===== config.mk =====
export PLATFORM = sky130hd
export DESIGN_NAME = tick_timer_pwm
export DESIGN_NICKNAME = d
export VERILOG_FILES = /design/src/rtl/tick_timer_pwm.sv
export SDC_FILE = /design/constraint.sdc
export NUM_CORES = 1
export LEC_CHECK = 0
export ABC_AREA = 1
export BUFFER_PORTS_ARGS = -buffer_cell sky130_fd_sc_hd__buf_4
export CAP_MARGIN = 20
export CORE_ASPECT_RATIO = 1.4
export CORE_UTILIZATION = 50
export CTS_CLUSTER_DIAMETER = 60
export DETAILED_ROUTE_END_ITERATION = 16
export PLACE_DENSITY = 0.81
export SYNTH_ARGS = -nofsm -noshare
export SYNTH_HDL_FRONTEND = slang
export SYNTH_SLANG_ARGS = --single-unit

===== constraint.sdc =====
create_clock -name clk -period 2 [get_ports clk]
set_clock_uncertainty 0.15 [all_clocks]
set_input_delay 0.5 -clock clk [delete_from_list [all_inputs] [get_ports clk]]
set_output_delay 0.5 -clock clk [all_outputs]
set_load 0.005 [all_outputs]

===== src/rtl/tick_timer_pwm.sv =====
// Tick-driven up/down timer with shadowed period/compare, one-shot mode,
// compare-based PWM, one-cycle update pulse and sticky interrupt flag.
module tick_timer_pwm #(
    parameter int unsigned WIDTH = 8
) (
    input  logic             clk,
    input  logic             reset,
    input  logic             tick,
    input  logic             en,
    input  logic             dir,
    input  logic             one_shot,
    input  logic [WIDTH-1:0] arr,
    input  logic [WIDTH-1:0] ccr,
    input  logic             irq_clr,
    output logic [WIDTH-1:0] cnt,
    output logic             pwm,
    output logic             ovf,
    output logic             irq,
    output logic             running
);

    typedef enum logic [1:0] {IDLE, RUN, DONE} state_t;

    state_t           state;
    logic [WIDTH-1:0] arr_sh;
    logic [WIDTH-1:0] ccr_sh;
    logic             upd;

    // Update event: a counted tick that hits the end of the period in the current direction.
    always_comb begin
        upd = 1'b0;
        if (state == RUN && en && tick)
            upd = dir ? (cnt == '0) : (cnt == arr_sh);
    end

    always_ff @(posedge clk) begin
        if (!reset) begin
            state  <= IDLE;
            cnt    <= '0;
            ovf    <= 1'b0;
            irq    <= 1'b0;
            arr_sh <= '0;
            ccr_sh <= '0;
        end else begin
            ovf <= upd;
            if (upd)
                irq <= 1'b1;
            else if (irq_clr)
                irq <= 1'b0;

            case (state)
                IDLE: begin
                    cnt <= '0;
                    if (en) begin
                        state  <= RUN;
                        arr_sh <= arr;
                        ccr_sh <= ccr;
                        cnt    <= dir ? arr : '0;
                    end
                end
                RUN: begin
                    if (!en) begin
                        state <= IDLE;
                        cnt   <= '0;
                    end else if (tick) begin
                        if (upd) begin
                            // Down-count reload takes the freshly shadowed period.
                            arr_sh <= arr;
                            ccr_sh <= ccr;
                            cnt    <= dir ? arr : '0;
                            if (one_shot)
                                state <= DONE;
                        end else begin
                            cnt <= dir ? cnt - WIDTH'(1) : cnt + WIDTH'(1);
                        end
                    end
                end
                DONE: begin
                    if (!en) begin
                        state <= IDLE;
                        cnt   <= '0;
                    end
                end
                default: begin
                    state <= IDLE;
                    cnt   <= '0;
                end
            endcase
        end
    end

    assign running = (state == RUN);
    assign pwm     = running && (cnt < ccr_sh);

endmodule

== Word level (Yosys, flattened, before mapping) ==
Cells that the tools add are included.
Word-level totals
  memories kept: 0
  word-level logic and storage cells: 59
  output and inout bits: 12
  register bits after elaboration: 28
  bits in writable memories: 0
  input bits: 23
  bits in read-only memories: 0
  bits in latches: 0
Cells by class
  bitwise operators: 0
  reductions and logical operators: 10
  equality and inequality tests: 11
  shift operators: 0
  divide/modulo/power cells: 0
  $add $sub $neg: 2
  multipliers: 0
  order comparisons: 1
  mux-type cells: 29
Operators by type and width (count)
  two-way mux 8 bit: 15
  one-hot mux 8 bit (2 select lines): 2
  one-hot mux 8 bit (3 select lines): 1
  two-way mux 2 bit: 6
  AND reduction 5 bit: 2
  adder 8 x 1 -> 8 bit, second input constant: 1
  == test 8 bit: 1
  logical NOT 8 bit: 1
  < comparator 8 bit: 1
  != test 2 bit, second input constant: 4
  subtractor 8 x 1 -> 8 bit, second input constant: 1
  != test 3 bit, second input constant: 2
  one-hot mux 2 bit (3 select lines): 1
  two-way mux 1 bit: 4
  nonzero test 2 bit: 2
  logical AND 1 bit: 3
  != test 3 x 2 -> 1 bit, second input constant: 1
  == test 2 x 1 -> 1 bit, second input constant: 1
  == test 2 bit, second input constant: 1
  logical NOT 2 bit: 1
  != test 2 x 1 -> 1 bit, second input constant: 1
  AND reduction 2 bit: 1

== Logic depth before layout (Yosys ltp) ==
  depth in word-level cells: 8
  mapped depth: 13
  mapped depth without buffers: 13

== Least setup slack after synthesis ==
No wires, ideal clock.
  kind: in2reg
  start point: input port dir
  end point: register cnt[6]
  buffers on the path: 0
  required time: 1718 ps
  cell stages on the path: 11
  setup time: 132 ps
  arrival time: 1589 ps
  slack: 128 ps
  path through: ha_1 a21oi_1 or2_2 nand3_1 nand2_1 nand2_1 nand2_1 nand3_1 nand2_1 nand2_1 a21oi_1
Between the ends
  longest elaborated chain between the ends: 6
  elaborated cells between the ends (all ways): 9
  classes of those cells: mux (9)
RTL lines
  from (decl): line 10  | input logic dir,
  two-way mux 1 bit: line 33  | upd = dir ? (cnt == '0) : (cnt == arr_sh);
  two-way mux 1 bit: line 32  | if (state == RUN && en && tick)
  two-way mux 8 bit: line 66  | if (upd) begin
  two-way mux 8 bit: line 65  | end else if (tick) begin
  two-way mux 8 bit: line 62  | if (!en) begin
  one-hot mux 8 bit (3 select lines) (*): line 51  | case (state)
  to (signal assigned): line 58  | cnt <= dir ? arr : '0;
  to (signal assigned): line 70  | cnt <= dir ? arr : '0;
  to (signal assigned): line 74  | cnt <= dir ? cnt - WIDTH'(1) : cnt + WIDTH'(1);
  to (decl): line 15  | output logic [WIDTH-1:0] cnt,
Mark *: on every way between the ends. The rest lies on a longest branch, timed or not. The select of a mux whose other input is x is not followed.
A chain may end at the register's enable or synchronous reset.

== Worst setup path in the final report ==
  start point: register ccr_sh[1]
  end point: output port pwm
Between the ends
  longest elaborated chain between the ends: 2
RTL lines
  from (decl): line 26  | logic [WIDTH-1:0] ccr_sh;
  from (signal assigned): line 57  | ccr_sh <= ccr;
  from (signal assigned): line 69  | ccr_sh <= ccr;
  < comparator 8 bit: line 93  | assign pwm = running && (cnt < ccr_sh);
  logical AND 1 bit: line 93
  to (decl): line 16  | output logic pwm,
Every way passes these cells.

==> impl_metrics.tcl <==
set metrics [dict create \
    path_max_fanout 2 \
    min_period_ps 2061 \
    dp_hpwl_um 3373 \
    finalInstanceArea_sq_um 2569 \
    cts.root.buffer_cell "clkbuf_8" \
    synth_top_cell_by_area "dfxtp_1" \
    start_kind "flip-flop" \
    timing.rr.start "cnt[5]" \
    routed_wl_um 4968 \
    drc 0 \
    syn_nets 308 \
    cts_sinks 28 \
    synth_area_leaders "dfxtp_1 (31%), nand2_1 (14%), ha_1 (8.9%)" \
    drtPass1Iterations 4 \
    reg2regPathDepth 13 \
    dieWidth_um 53.14 \
    ios 35 \
    post_drt_via_cell_ratio 5.412 \
    cts_inserted_buffers 3 \
    layout_commonest_cell "nand2_1" \
    status "finished, violations left" \
    tightest_slew_ps 416.0 \
    final_nets 367 \
    vias 1997 \
    setup-violations-final 1 \
    place.gp.congestion 0.9249 \
    ant_nets 0 \
    place_area_sq_um 2237 \
    die_y_um 73.59 \
    worstSkewPairLatency_ps 280 \
    synth_top_area_share_pct 30.62 \
    cp.required_ps 1350 \
    hold_class "primary input to flip-flop" \
    mostFrequentLayoutCells "nand2_1 (70), buf_4 (58), inv_1 (25)" \
    numPortBuffers 34 \
    num_antenna_cells 0 \
    power.density_nw_per_um2 645.3 \
    fmax_mhz 485.2 \
    grt_max_degree 28 \
    die_area_sq_um 3910 \
    path_class "flip-flop to output port" \
    grt_pass1_wl_um 7486 \
    rsz0062_at_grt "true" \
    seq_area_frac_synth_pct 30.62 \
    postSynthCellCount 271 \
    start_util_pct 53.20 \
    peakVddDrop_uv 519.7 \
    violations "setup timing" \
    rows 25 \
    leakagePower_nw 1.248 \
    cap_violations 0 \
    syn_area_sq_um 1831 \
    slew_headroom_pct 72.24 \
    syn_to_final_growth_pct 40.33 \
    gr-usage-all-layers_pct 25.75 \
    end_kind "output port" \
    antenna_found_initial 0 \
    syn_avg_cell_area_sq_um 6.755 \
    arrival_ps 1410 \
    ys_warn_count 0 \
    hold_viol_final 0 \
    grt_pass1_vias 1815 \
    ys_seq_elements 28 \
    cts_tree "yes" \
    totalPowerFinal_mw 1.658 \
    first_iter_violations 63 \
    cts_max_level 1 \
    worstHoldPathCells 3 \
    overflow 0 \
    ys_types 26 \
    cp-startpoint "ccr_sh[1]" \
    hold_ws_ps 291.5 \
    avgRoutedWirePerCell_um 13.46 \
    drive_gt1_share_pct 34.95 \
    cts_buffer_depth 2 \
    slew_viol_final 0 \
    min_period_over_period_pct 103.1 \
    path_clk_slew_ps 90 \
    setup_ws_ps -61.11 \
    hp-start "ccr[0]" \
    final_util_pct 74.65 \
    core_sq_um 3441 \
]
==> sequential cells by signal, summed over array words and instances, names as in the netlist <==
register	flops
state	2
ovf	1
cnt	8
arr_sh	8
irq	1
ccr_sh	8
==> critical path, stage by stage (launching register included) <==
cell and delay [ps]:
dfxtp_2 330, inv_2 70, ha_4 200, a21oi_2 130, o21ai_2 80, a211oi_2 190, buf_4 140
==> per-layer routing <==
metal | GRT usage [%] | wire [um] | vias up
met5 | 0 | 0 | -
met4 | 16.37 | 164 | 0
met3 | 2.692 | 207 | 13
met2 | 45.71 | 2650 | 70
met1 | 28.12 | 1946 | 918
li1 | - | - | 996
==> final cells by class <==
type | instances | area, sq um
Sequential cell | 28 | 588.1
Fill cell | 249 | 872.1
Inverter | 34 | 132.6
Clock inverter | 1 | 30.03
Multi-Input combinational cell | 204 | 1280
Timing Repair Buffer | 59 | 446.7
Tap cell | 40 | 50.05
Clock buffer | 3 | 41.29
==> cells in the mapped netlist <==
cell,number
nand2_1,70
inv_1,31
a21oi_1,29
dfxtp_1,28
nand3_1,23
nor2_1,21
o21ai_0,17
ha_1,13
xnor2_1,9
o21ai_1,4
clkbuf_1,3
nand2_2,3
a211oi_1,2
buf_6,2
inv_2,2
nand2_4,2
nand4_1,2
nor3_1,2
a21boi_0,1
a21o_1,1
fa_1,1
inv_4,1
nor2_2,1
nor2_4,1
nor2_8,1
or2_2,1
==> cell families after synthesis <==
logic type | count (synthesis) | synth area share, %
flops | 28 | 30.62
xor+xnor | 9 | 4.306
fa+ha+maj | 14 | 9.980
compound gates | 54 | 15.31
buf+inv | 39 | 8.954
simple gates | 127 | 30.83
==> what timing repair did <==
| action | 4_1_cts | 5_1_grt |
|---|---|---|
| resized for setup | 26 | 28 |
| hold buffers | 0 | 0 |
| setup endpoints to repair | 1 | 27 |
| setup buffers | 1 | 7 |
| pin swaps | 5 | 14 |
==> path summary, 6_finish.rpt <==
check | end | slack, ps
max | pwm | -60
min reg2reg | ccr_sh[2] | 320
max reg2reg | cnt[7] | 90
min | ccr_sh[0] | 290
==> through the flow <==
step | setup TNS (ps) | worst slack, ps | cells
after floorplan | 0 | 128.5 | 271
after global placement | -210.3 | -94.49 | 358
after detailed placement | -540.0 | -113.5 | 358
after CTS | -118.9 | -118.9 | 363
after global routing | -203.9 | -128.5 | 369
final | -61.11 | -61.11 | 369
==> report_power, final <==
group | switching, mW | internal (mW)
sequential | 0.0365 | 0.606
clock | 0.182 | 0.268
combinational | 0.306 | 0.260
Note: power is estimated with default switching activity, not from simulation.
